==> src/rtl/muldiv_if.sv <==
// muldiv_if: handshake, operand and result bundle between the CPU control FSM
// (master) and the MULT/DIV sequencer (slave).
//   start/op/rs_val/rt_val : operation request and operands
//   hi_we/lo_we/wdata      : MTHI/MTLO writes
//   busy/done/div_zero     : status back to the control FSM
//   hi/lo                  : HI/LO registers for MFHI/MFLO
interface muldiv_if;
  logic        start;
  logic        op;
  logic [31:0] rs_val;
  logic [31:0] rt_val;
  logic        hi_we;
  logic        lo_we;
  logic [31:0] wdata;
  logic        busy;
  logic        done;
  logic        div_zero;
  logic [31:0] hi;
  logic [31:0] lo;

  modport master (
    output start, op, rs_val, rt_val, hi_we, lo_we, wdata,
    input  busy, done, div_zero, hi, lo
  );

  modport slave (
    input  start, op, rs_val, rt_val, hi_we, lo_we, wdata,
    output busy, done, div_zero, hi, lo
  );
endinterface

==> src/rtl/muldiv_controller.sv <==
// muldiv_controller: sequencer for the multicycle MULT/DIV unit. Owns HI/LO and
// runs a 32-iteration signed Booth multiply or signed restoring divide.
// Ports:
//   clk     : clock, all updates on posedge
//   reset_n : synchronous active-low reset
//   bus     : muldiv_if.slave (request, MTHI/MTLO writes, status, HI/LO)
// Build option: MULDIV_DIVZERO_EXC_EN -- DIV by zero finishes one cycle after
// accept with div_zero pulsed and HI/LO untouched; otherwise it runs the full
// divide, HI gets the dividend and LO gets all ones, div_zero stays 0.
//
// state     | meaning
// ----------+-----------------------------------------------------------
// S_IDLE    | waiting for start; MTHI/MTLO writes honoured
// S_MUL_RUN | ITER Booth add/sub + arithmetic shift steps
// S_DIV_RUN | ITER restoring shift/subtract steps on magnitudes
// S_DIV_FIX | sign correction of quotient/remainder, HI/LO written
// S_FINISH  | done pulse, HI/LO already hold the result
module muldiv_controller #(
  parameter int ITER = 32
) (
  input  logic     clk,
  input  logic     reset_n,
  muldiv_if.slave  bus
);

  localparam int CW = $clog2(ITER);

  typedef enum logic [2:0] {
    S_IDLE,
    S_MUL_RUN,
    S_DIV_RUN,
    S_DIV_FIX,
    S_FINISH
  } state_t;

  state_t          state_q, state_d;
  logic [CW-1:0]   cnt_q, cnt_d;
  logic [32:0]     a_q, a_d;       // Booth accumulator / divide remainder
  logic [31:0]     q_q, q_d;       // multiplier / dividend-then-quotient
  logic            q1_q, q1_d;
  logic [32:0]     m_q, m_d;       // multiplicand (sign-ext) / divisor magnitude
  logic [31:0]     hi_q, hi_d;
  logic [31:0]     lo_q, lo_d;
  logic            neg_quo_q, neg_quo_d;
  logic            neg_rem_q, neg_rem_d;
  logic            dz_q, dz_d;

  logic [31:0]     rs_abs, rt_abs;
  logic [32:0]     booth_sum;
  logic [32:0]     mul_a_nx;
  logic [31:0]     mul_q_nx;
  logic [32:0]     div_shift, div_diff;
  logic            div_qbit;
  logic            last_iter;

  assign rs_abs = bus.rs_val[31] ? (~bus.rs_val + 32'd1) : bus.rs_val;
  assign rt_abs = bus.rt_val[31] ? (~bus.rt_val + 32'd1) : bus.rt_val;

  always_comb begin
    booth_sum = a_q;
    case ({q_q[0], q1_q})
      2'b01:   booth_sum = a_q + m_q;
      2'b10:   booth_sum = a_q - m_q;
      default: booth_sum = a_q;
    endcase
  end

  // Arithmetic right shift of {A,Q,Q_1} after the Booth add/sub.
  assign mul_a_nx = {booth_sum[32], booth_sum[32:1]};
  assign mul_q_nx = {booth_sum[0], q_q[31:1]};

  // Remainder stays below 2^32, so bit 32 of the difference is a valid borrow.
  assign div_shift = {a_q[31:0], q_q[31]};
  assign div_diff  = div_shift - m_q;
  assign div_qbit  = ~div_diff[32];

  assign last_iter = (cnt_q == CW'(ITER - 1));

  always_ff @(posedge clk) begin
    if (!reset_n) begin
      state_q   <= S_IDLE;
      cnt_q     <= '0;
      a_q       <= '0;
      q_q       <= '0;
      q1_q      <= 1'b0;
      m_q       <= '0;
      hi_q      <= '0;
      lo_q      <= '0;
      neg_quo_q <= 1'b0;
      neg_rem_q <= 1'b0;
      dz_q      <= 1'b0;
    end else begin
      state_q   <= state_d;
      cnt_q     <= cnt_d;
      a_q       <= a_d;
      q_q       <= q_d;
      q1_q      <= q1_d;
      m_q       <= m_d;
      hi_q      <= hi_d;
      lo_q      <= lo_d;
      neg_quo_q <= neg_quo_d;
      neg_rem_q <= neg_rem_d;
      dz_q      <= dz_d;
    end
  end

  always_comb begin
    state_d   = state_q;
    cnt_d     = cnt_q;
    a_d       = a_q;
    q_d       = q_q;
    q1_d      = q1_q;
    m_d       = m_q;
    hi_d      = hi_q;
    lo_d      = lo_q;
    neg_quo_d = neg_quo_q;
    neg_rem_d = neg_rem_q;
    dz_d      = dz_q;

    case (state_q)
      S_IDLE: begin
        if (bus.hi_we) hi_d = bus.wdata;
        if (bus.lo_we) lo_d = bus.wdata;
        if (bus.start) begin
          cnt_d = '0;
          a_d   = '0;
          q1_d  = 1'b0;
          dz_d  = bus.op && (bus.rt_val == 32'd0);
          if (!bus.op) begin
            q_d     = bus.rt_val;
            m_d     = {bus.rs_val[31], bus.rs_val};
            state_d = S_MUL_RUN;
          end else begin
            q_d       = rs_abs;
            m_d       = {1'b0, rt_abs};
            neg_quo_d = bus.rs_val[31] ^ bus.rt_val[31];
            neg_rem_d = bus.rs_val[31];
            state_d   = S_DIV_RUN;
`ifdef MULDIV_DIVZERO_EXC_EN
            if (bus.rt_val == 32'd0) state_d = S_FINISH;
`endif
          end
        end
      end

      S_MUL_RUN: begin
        a_d   = mul_a_nx;
        q_d   = mul_q_nx;
        q1_d  = q_q[0];
        cnt_d = cnt_q + 1'b1;
        if (last_iter) begin
          hi_d    = mul_a_nx[31:0];
          lo_d    = mul_q_nx;
          state_d = S_FINISH;
        end
      end

      S_DIV_RUN: begin
        a_d   = div_qbit ? div_diff : div_shift;
        q_d   = {q_q[30:0], div_qbit};
        cnt_d = cnt_q + 1'b1;
        if (last_iter) state_d = S_DIV_FIX;
      end

      S_DIV_FIX: begin
        // With a zero divisor the remainder ends up as |rs|, so the sign fix
        // below already restores rs_val in HI; only LO needs forcing.
        hi_d    = neg_rem_q ? (~a_q[31:0] + 32'd1) : a_q[31:0];
        lo_d    = dz_q ? 32'hFFFF_FFFF
                       : (neg_quo_q ? (~q_q + 32'd1) : q_q);
        state_d = S_FINISH;
      end

      S_FINISH: state_d = S_IDLE;

      default:  state_d = S_IDLE;
    endcase
  end

  assign bus.busy = (state_q != S_IDLE);
  assign bus.done = (state_q == S_FINISH);
  assign bus.hi   = hi_q;
  assign bus.lo   = lo_q;
`ifdef MULDIV_DIVZERO_EXC_EN
  assign bus.div_zero = (state_q == S_FINISH) && dz_q;
`else
  assign bus.div_zero = 1'b0;
`endif

endmodule

==> src/flat_wrapper.sv <==
// flat-port wrapper written by rule: the top's interface ports become plain ports
module muldiv_controller_flat 
#(
  parameter int ITER = 32
)
  (clk, reset_n, bus_start, bus_op, bus_rs_val, bus_rt_val, bus_hi_we, bus_lo_we, bus_wdata, bus_busy, bus_done, bus_div_zero, bus_hi, bus_lo);
  muldiv_if bus_i ();
  input  logic clk;
  input  logic reset_n;
  input wire logic [$bits(bus_i.start)-1:0] bus_start;
  input wire logic [$bits(bus_i.op)-1:0] bus_op;
  input wire logic [$bits(bus_i.rs_val)-1:0] bus_rs_val;
  input wire logic [$bits(bus_i.rt_val)-1:0] bus_rt_val;
  input wire logic [$bits(bus_i.hi_we)-1:0] bus_hi_we;
  input wire logic [$bits(bus_i.lo_we)-1:0] bus_lo_we;
  input wire logic [$bits(bus_i.wdata)-1:0] bus_wdata;
  output wire logic [$bits(bus_i.busy)-1:0] bus_busy;
  output wire logic [$bits(bus_i.done)-1:0] bus_done;
  output wire logic [$bits(bus_i.div_zero)-1:0] bus_div_zero;
  output wire logic [$bits(bus_i.hi)-1:0] bus_hi;
  output wire logic [$bits(bus_i.lo)-1:0] bus_lo;
  assign bus_i.start = bus_start;
  assign bus_i.op = bus_op;
  assign bus_i.rs_val = bus_rs_val;
  assign bus_i.rt_val = bus_rt_val;
  assign bus_i.hi_we = bus_hi_we;
  assign bus_i.lo_we = bus_lo_we;
  assign bus_i.wdata = bus_wdata;
  assign bus_busy = bus_i.busy;
  assign bus_done = bus_i.done;
  assign bus_div_zero = bus_i.div_zero;
  assign bus_hi = bus_i.hi;
  assign bus_lo = bus_i.lo;
  muldiv_controller #(.ITER(ITER)) u_core (.clk(clk), .reset_n(reset_n), .bus(bus_i));
endmodule
==> config.mk <==
export PLATFORM = sky130hd
export DESIGN_NAME = muldiv_controller_flat
export DESIGN_NICKNAME = d
export VERILOG_FILES = /design/src/rtl/muldiv_if.sv /design/src/rtl/muldiv_controller.sv /design/src/flat_wrapper.sv
export SDC_FILE = /design/constraint.sdc
export NUM_CORES = 1
export LEC_CHECK = 0
export BUFFER_PORTS_ARGS = -buffer_cell sky130_fd_sc_hd__clkbuf_2
export CORE_UTILIZATION = 25
export CTS_CLUSTER_SIZE = 16
export DETAILED_ROUTE_END_ITERATION = 12
export HOLD_SLACK_MARGIN = 0.1
export SYNTH_ARGS = -nofsm -noshare
export SYNTH_HDL_FRONTEND = slang
export SYNTH_SLANG_ARGS = --single-unit
==> constraint.sdc <==
create_clock -name clk -period 4.65 [get_ports clk]
set_input_delay 1.1625 -clock clk [delete_from_list [all_inputs] [get_ports clk]]
set_output_delay 1.1625 -clock clk [all_outputs]
set_load 0.02 [all_outputs]
# ---- Word level (Yosys, flattened, before mapping)
# Cells that the tools add are included.
dict set report word_totals {
  regBits 174
  input_bits 102
  output_inout_bits 67
}
dict set report classes {
  add_sub_neg 8
  eq_ne 12
  mux 28
  bitwise 6
  reduce_logical 17
}
# op count
set ops {}
lappend ops {{$mux 32} 11}
lappend ops {{$pmux 32 s3} 3}
lappend ops {{$add 32x1->32 const B} 4}
lappend ops {{$not 32->32} 4}
lappend ops {{$mux 33} 3}
lappend ops {{$pmux 33 s3} 1}
lappend ops {{$pmux 33 s2} 1}
lappend ops {{$sub 33x33->33} 2}
lappend ops {{$add 33x33->33} 1}
lappend ops {{$logic_not 32->1} 1}
lappend ops {{$pmux 3 s4} 1}
lappend ops {{$reduce_and 3->1} 4}
lappend ops {{$pmux 5 s2} 1}
lappend ops {{$mux 3} 3}
lappend ops {{$reduce_bool 3->1} 3}
lappend ops {{$reduce_and 2->1} 4}
lappend ops {{$eq 3x2->1 const B} 2}
lappend ops {{$ne 2x2->1 const B} 3}
lappend ops {{$add 5x1->5 const B} 1}
lappend ops {{$eq 5x5->1 const B} 1}
lappend ops {{$mux 5} 1}
lappend ops {{$ne 2x1->1 const B} 2}
lappend ops {{$reduce_bool 2->1} 2}
lappend ops {{$eq 3x1->1 const B} 1}
lappend ops {{other kinds (11)} 11}

# ---- Longest topological paths before layout
# Gate-level depths: netlist (run 1).
dict set report depth {
  depth_word 6
  ltp_mapped 19
  mapped_depth_nobuf 18
}

# ---- Worst setup path after synthesis (run 1)
# OpenSTA, ideal clock, no wires.
dict set report synth_path {
  path_kind {flip-flop to flip-flop}
  from {register u_core.m_q[1]}
  to {register u_core.a_q[32]}
  setup_time_ns 0.133
  t_arrival_ns 3.832
  setup_slack_ns 0.686
  stages_incl_launch_ff 17
  n_path_buf 0
  synth_period_minus_slack_ns 3.964
  path_cell_list {dfxtp_1 > inv_1 > nand4_1 > nor4_1 > nand3_1 > nor3_1 > a21oi_1 > xnor2_1 > ha_1 > a21o_1 > a211o_1 > or2_2 > o21ai_0 > o21ai_0 > mux2_2 > mux2i_1 > a31oi_1}
}
dict set report synth_via {
  elab_chain_cells 3
  elab_cells_between_ends 6
  classes_between {add/sub: 3; mux: 3}
}
# item line
set synth_rtl {}
lappend synth_rtl {{start, declared} muldiv_controller.sv:41} ;# logic [32:0] m_q, m_d;
lappend synth_rtl {{start signal, assigned} muldiv_controller.sv:98} ;# m_q <= m_d;
lappend synth_rtl {{$sub 33x33->33, or another cell as far along} muldiv_controller.sv:63} ;# 2'b10: booth_sum = a_q - m_q;
lappend synth_rtl {{$pmux 33 s2 or $mux 33 (tied branches)} {muldiv_controller.sv:61, muldiv_controller.sv:159}}
lappend synth_rtl {{$pmux 33 s3 (*)} muldiv_controller.sv:120} ;# case (state_q)
lappend synth_rtl {{end signal, assigned} muldiv_controller.sv:83} ;# a_q <= '0;
lappend synth_rtl {{end signal, assigned} muldiv_controller.sv:95} ;# a_q <= a_d;
lappend synth_rtl {{end, declared} muldiv_controller.sv:38} ;# logic [32:0] a_q, a_d;
# Mark *: on every way between the ends. The rest lies on a longest branch, timed or not.
# A chain may end at the register's enable or synchronous reset.

# ---- Final worst setup path (run 1)
dict set report layout_path {
  from {register u_core.m_q[1]}
  to {register u_core.hi_q[25] (netlist: u_core.bus.hi[25])}
}
dict set report layout_via {
  elab_chain_cells 4
  elab_cells_between_ends 5
  classes_between {add/sub: 2; mux: 3}
}
# item line
set layout_rtl {}
lappend layout_rtl {{$sub 33x33->33 or $add 33x33->33 (tied branches)} {muldiv_controller.sv:63, muldiv_controller.sv:62}}
lappend layout_rtl {{$pmux 33 s2 (*)} muldiv_controller.sv:61} ;# case ({q_q[0], q1_q})
lappend layout_rtl {{$mux 32 (*)} muldiv_controller.sv:151} ;# if (last_iter) begin
lappend layout_rtl {{$pmux 32 s3 (*)} muldiv_controller.sv:120}
lappend layout_rtl {{end signal, assigned} muldiv_controller.sv:99} ;# hi_q <= hi_d;
lappend layout_rtl {{end, declared} muldiv_controller.sv:42} ;# logic [31:0] hi_q, hi_d;
# Mark *: on every way between the ends. The rest lies on a longest branch, timed or not. The select of a mux whose other input is x is not followed.

==> reports/summary.txt, run 1 <==
DRC: 0
min-delay src: u_core.neg_rem_q
sequential share of the synthesized area: 22.3%
critical path peak fanout: 6
P_leak: 0.00697 µW
fin crit share: 94.2%
Worst Path Required: 4.99 ns
startpoint types: flip-flop
EDFF count, synth: 0
die width: 252 µm
Post-Route WL: 62700 µm
Synth top area share: 22.3%
unrepaired setup endpoints after global routing: no
Fmax: 0.228 GHz
Power Density: 416 nW/µm²
CTS Sinks: 174
ys flop type: dfxtp_1
Fin Setup TNS: 0 ns
area grow syn2layout: 15.7%
vias in the first global route: 15.7k
Initial DRC Count: 1749
CP endpoint kind: flip-flop
status: completed
crit-path cells: inv_1, ha_1, nor3b_1, buf_4, and4_1, nor2_1, xnor2_1, ha_1, o21a_1, nor2_1, or3_1, a31oi_1, nor2_1, o41ai_1, mux2_2, a31oi_1, a21oi_1
Worst Skew: 0.0208 ns
GRT Overall Usage: 19.4%
cell mode on critical path: nor2_1
DR WL/cell: 20.3 µm
Starting Density: 25.3%
setup violators final: 0
Slew HR: 34.6%
worst-skew pair later-pin latency: 0.47 ns
global-route wire length before repair: 95100 µm
routability cong.: 0.948
FF-to-FF setup slack: 0.27 ns
Clock Tree Buf Depth: 2
Synth area leaders: dfxtp_1 (22%), o21ai_0 (6.8%), xnor2_1 (6.3%)
row count: 91
drt via density: 5.51
fillers: 6883
Mean Syn Cell Area: 7.25 µm²
CORE AREA: 61700 µm²
Reg area: 3480 µm²
pin slew with the least headroom to its limit: 0.978 ns
number of detailed-route iterations in the first pass: 5
antenna violations before repair: 1
CP max stage cell: ha_1
Final Hold Fails: 0
Buffers & Inverters on Critical Path: 2
largest net degree at the start of global routing: 70
clk root buf: clkbuf_16
layout cells sized above 1: 14.2%
max-slew violation count: 0
critical path's top delay family: compound AO/OA/AOI/OAI gates
synthesized flop and latch total: 174
area leader, netlist: dfxtp_1
Worst setup startpoint: u_core.m_q[1]
VDD IR max: 0.316 mV
total CTS buffers: 17
clk slew on worst S/H paths: 0.08 ns
max capacitance violation total: 0
syn_nets: 2329
CP Data Arrival Time: 4.73 ns
full die area: 63400 µm²
Layout Nets: 2407
critical path's largest stage delay: 0.41 ns
Mapped Cells: 2153
Diodes inserted: 0
Die Y: 252 µm
min-delay worst type: reg2reg
hpwl dp: 49100 µm
commonest non-fill, non-tap cells in the layout: nor2_1 (226), o21ai_0 (210), a21oi_1 (188)
final design utilization: 29.3%
CTS tree: built
ANT nets after route: 0
Multi-input gate area: 11300 µm²
reg2reg start: u_core.m_q[1]
Final min period: 4.38 ns
mapped cell area: 15600 µm²
unique cell type count in the Yosys netlist: 83
CP Class: reg2reg
Port Buf Inserts: 167
GRT overflow: 0
H-Tree Depth: 4
Vias: 17.0k
Synth Warn #: 0
FFs w/ async S/R, synth: 0%
IO Pins: 169
commonest non-fill, non-tap cell in the layout: nor2_1
[stage by stage]
step / std cells / cell area, µm² / hold WS [ns] / setup slack [ns] / power [µW]
after CTS: 3081 / 18000 / 0.475 / 0.124 / 7460
after floorplan: 2153 / 15600 / 0.448 / 0.686 / 4620
after detailed placement: 3049 / 17400 / 0.465 / 0.151 / 5840
after global placement: 3049 / 17400 / 0.448 / 0.203 / 5840
after global routing: 3081 / 18100 / 0.486 / 0.0190 / 7960
final: 3081 / 18100 / 0.476 / 0.268 / 7510
[cell families after synthesis]
kind of cell,synth area share [%]
compound gates,33.2
simple gates,19.1
buf+inv,5.79
xor+xnor,11.1
flops,22.3
fa+ha+maj,6.03
mux,2.44
other cells,0.0240
[layer usage]
layer	share of wire, %	GRT usage (%)	up-vias
met5	0.33	2.32	-
met4	4.2	8.26	6
met3	8.8	4.84	115
met2	42	28.1	686
met1	45	26.9	8038
li1	-	-	8118
[cells in the mapped netlist, types with 23 or more instances]
cell and n:
nand3_1 23, o21ai_0 211, xnor2_1 112, nand2_1 165, inv_1 66, dfxtp_1 174
ha_1 72, a211oi_1 69, a21o_1 25, a21oi_1 190, o31ai_1 37, nor3_1 44
clkbuf_1 141, a31oi_1 69, xor2_1 86, nor2_1 228, o211ai_1 24, or3_1 26
a221oi_1 56
[power by group]
part / switching [µW] / internal (µW) / total [µW]
Sequential: 334 / 1670 / 2010
Combinational: 2410 / 1480 / 3890
Clock: 741 / 878 / 1620
Total: 3480 / 4030 / 7510
[worst min-delay path, cell delays in order (launching register included)]
cell and delay (ns):
dfxtp_1 0.32, nand2_1 0.06, a21oi_1 0.05
[flip-flops by register name (all words and copies together), names as in the netlist]
name	cells
u_core.neg_quo_q	1
u_core.dz_q	1
u_core.state_q	3
u_core.cnt_q	5
u_core.m_q	33
u_core.bus.hi	32
u_core.q_q	32
u_core.neg_rem_q	1
u_core.bus.lo	32
u_core.a_q	33
u_core.q1_q	1
[worst paths after layout]
kind,to,cells after the start
min reg2reg,u_core.neg_rem_q,2
max,u_core.bus.hi[25],17
min,u_core.neg_rem_q,2
max reg2reg,u_core.bus.hi[25],17
[final cells by class]
| cell class | instances | area share (%) |
|---|---|---|
| repair buffers | 225 | 7.26 |
| clock inverters | 15 | 1.20 |
| clock buffers | 17 | 2.36 |
| flip-flops and latches | 174 | 19.3 |
| well taps | 837 | 5.80 |
| inverters | 68 | 1.41 |
| multi-input cells | 1745 | 62.7 |
[timing repair]
action	in CTS	in global routing
hold buffers	0	0
gates resized for setup	0	4
buffers inserted	0	0
setup endpoints to repair	0	11
No activity file was read; power rests on OpenSTA's default activity.
==> inputs of run 2 (changes only) <==
--- a/config.mk
+++ b/config.mk
@@ -8,2 +8,4 @@
 export BUFFER_PORTS_ARGS = -buffer_cell sky130_fd_sc_hd__clkbuf_2
+export CELL_PAD_IN_SITES_DETAIL_PLACEMENT = 0
+export CELL_PAD_IN_SITES_GLOBAL_PLACEMENT = 1
 export CORE_UTILIZATION = 25
@@ -12,2 +14,3 @@
 export HOLD_SLACK_MARGIN = 0.1
+export PLACE_DENSITY_LB_ADDON = 0.1
 export SYNTH_ARGS = -nofsm -noshare
==> constraint.sdc (replaced) <==
create_clock -name clk -period 4.65 [get_ports clk]
set_input_delay 0.93 -clock clk [delete_from_list [all_inputs] [get_ports clk]]
set_output_delay 0.93 -clock clk [all_outputs]
set_load 0.02 [all_outputs]
==> reports/summary.txt, run 2 (synthesis results as in run 1) <==
VDD IR max: 0.220 mV
GRT Overall Usage: 24.5%
startpoint types: flip-flop
layout cells sized above 1: 15.5%
global-route wire length before repair: 114000 µm
IO Pins: 169
Initial DRC Count: 1320
Post-Route WL: 78300 µm
Flop pwr share: 25.9%
Vias: 17.0k
status: completed
clk root buf: clkbuf_16
Layout Nets: 2444
unrepaired setup endpoints after global routing: no
Fin Setup TNS: 0 ns
P_leak: 0.00710 µW
pin slew with the least headroom to its limit: 1.12 ns
largest net degree at the start of global routing: 92
Buffers & Inverters on Critical Path: 3
min-delay worst type: reg2reg
Clock Tree Buf Depth: 2
CP Class: reg2reg
critical path's largest stage delay: 0.33 ns
Slew HR: 25.0%
switching power: 3710 µW
Final min period: 4.28 ns
Power Density: 420 nW/µm²
CTS resizes: 0
drt via density: 5.47
CP max stage cell: dfxtp_1
Worst Skew: 0.0103 ns
fillers: 6876
GRT overflow: 0
H-Tree Depth: 4
sw frac: 48.4%
fin crit share: 92.1%
largest registers: u_core.a_q (33), u_core.m_q (33)
Die Y: 252 µm
ANT nets after route: 0
Starting Density: 25.3%
critical path's top delay family: compound AO/OA/AOI/OAI gates
full die area: 63400 µm²
max-slew violation count: 0
Reg area: 3480 µm²
routability cong.: 0.928
Internal: 3950 µW
CTS tree: built
CP endpoint kind: flip-flop
DR WL/cell: 25.1 µm
commonest non-fill, non-tap cells in the layout: nor2_1 (226), o21ai_0 (211), a21oi_1 (188)
hpwl dp: 62200 µm
Worst Path Required: 4.97 ns
antenna violations before repair: 1
vias in the first global route: 16.4k
final design utilization: 29.6%
total CTS buffers: 17
Comb power frac: 55.2%
setup violators final: 0
commonest non-fill, non-tap cell in the layout: nor2_1
final hold slack: 0.458 ns
max capacitance violation total: 0
Port Buf Inserts: 167
CORE AREA: 61700 µm²
area grow syn2layout: 16.8%
clock share of power: 18.9%
Diodes inserted: 0
Multi-input gate area: 11300 µm²
worst-skew pair later-pin latency: 0.49 ns
CP Data Arrival Time: 4.60 ns
row count: 91
# hold bufs at CTS: 0
Fmax: 0.233 GHz
CTS Sinks: 174
Setup Fix Bufs, Post-CTS: 0
clk slew on worst S/H paths: 0.07 ns
die width: 252 µm
DRC: 0
crit-path cells: inv_1, ha_1, nor3b_1, buf_4, nand4_1, nor3_1, buf_4, and2_1, a21oi_1, xnor2_1, ha_1, a21o_1, a211oi_1, nor2_1, o31ai_1, o21a_1, o21ai_0, mux2_2, mux2i_1, a31oi_1
critical path peak fanout: 6
Final Hold Fails: 0
number of detailed-route iterations in the first pass: 5
[run 2: cell count changes in the layout (fill, tap and decap cells not counted), sizes merged]
cell and delta:
clkbuf +1, buf +37, inv -5, clkinvlp +4, bufinv -2
[run 2: per-stage QoR]
step	std cells	total power, µW	cell area [µm²]	worst slack (ns)
after detailed placement	3086	6230	17700	0.186
final	3116	7660	18200	0.366
after global placement	3086	6250	17700	0.155
after floorplan	2153	4620	15600	0.686
after global routing	3116	8150	18200	0.0334
after CTS	3116	7700	18200	0.164
[run 2: power by group through the flow]
| stage | logic, µW | clock network (µW) | registers (µW) |
|---|---|---|---|
| 2_1_floorplan | 2680 | 0 | 1940 |
| 3_3_place_gp | 4240 | 0 | 2010 |
| 3_5_place_dp | 4220 | 0 | 2010 |
| 4_1_cts | 4240 | 1490 | 1970 |
| 5_1_grt | 4610 | 1540 | 2000 |
| 6_report | 4220 | 1450 | 1980 |
[run 2: final cells by class]
class | instances | share of cell area (%)
inverter | 68 | 1.40
clock inverter | 12 | 0.624
clock buffer | 18 | 2.35
multi-input combinational | 1745 | 62.1
tap | 837 | 5.74
timing repair buffer | 262 | 8.64
sequential | 174 | 19.1
[run 2: worst paths after layout]
path / startpoint / to / slack, ns / depth (start not counted)
setup / recovery: u_core.m_q[1] / u_core.a_q[32] / 0.37 / 20
hold / removal: u_core.bus.hi[0] / u_core.bus.hi[0] / 0.46 / 2
setup reg to reg: u_core.m_q[1] / u_core.a_q[32] / 0.37 / 20
hold reg to reg: u_core.bus.hi[0] / u_core.bus.hi[0] / 0.46 / 2
[run 2: layer usage]
| layer | global-route usage (%) | vias to the layer above | routed length (µm) |
|---|---|---|---|
| met1 | 32.7 | 8384 | 36200 |
| met4 | 6.77 | 0 | 1630 |
| li1 | - | 8171 | - |
| met3 | 2.53 | 55 | 2830 |
| met5 | 0 | - | 0 |
| met2 | 41.7 | 420 | 37600 |
[run 2: worst reg2reg max path: stages (launching register included)]
cell      delay, ns
dfxtp_1        0.33
inv_1          0.18
ha_1           0.21
nor3b_1        0.21
buf_4          0.19
nand4_1        0.21
nor3_1         0.25
buf_4          0.16
and2_1         0.20
a21oi_1        0.10
xnor2_1        0.27
ha_1           0.30
a21o_1         0.20
a211oi_1       0.22
nor2_1         0.07
o31ai_1        0.10
o21a_1         0.19
o21ai_0        0.10
mux2_2         0.31
mux2i_1        0.23
a31oi_1        0.11
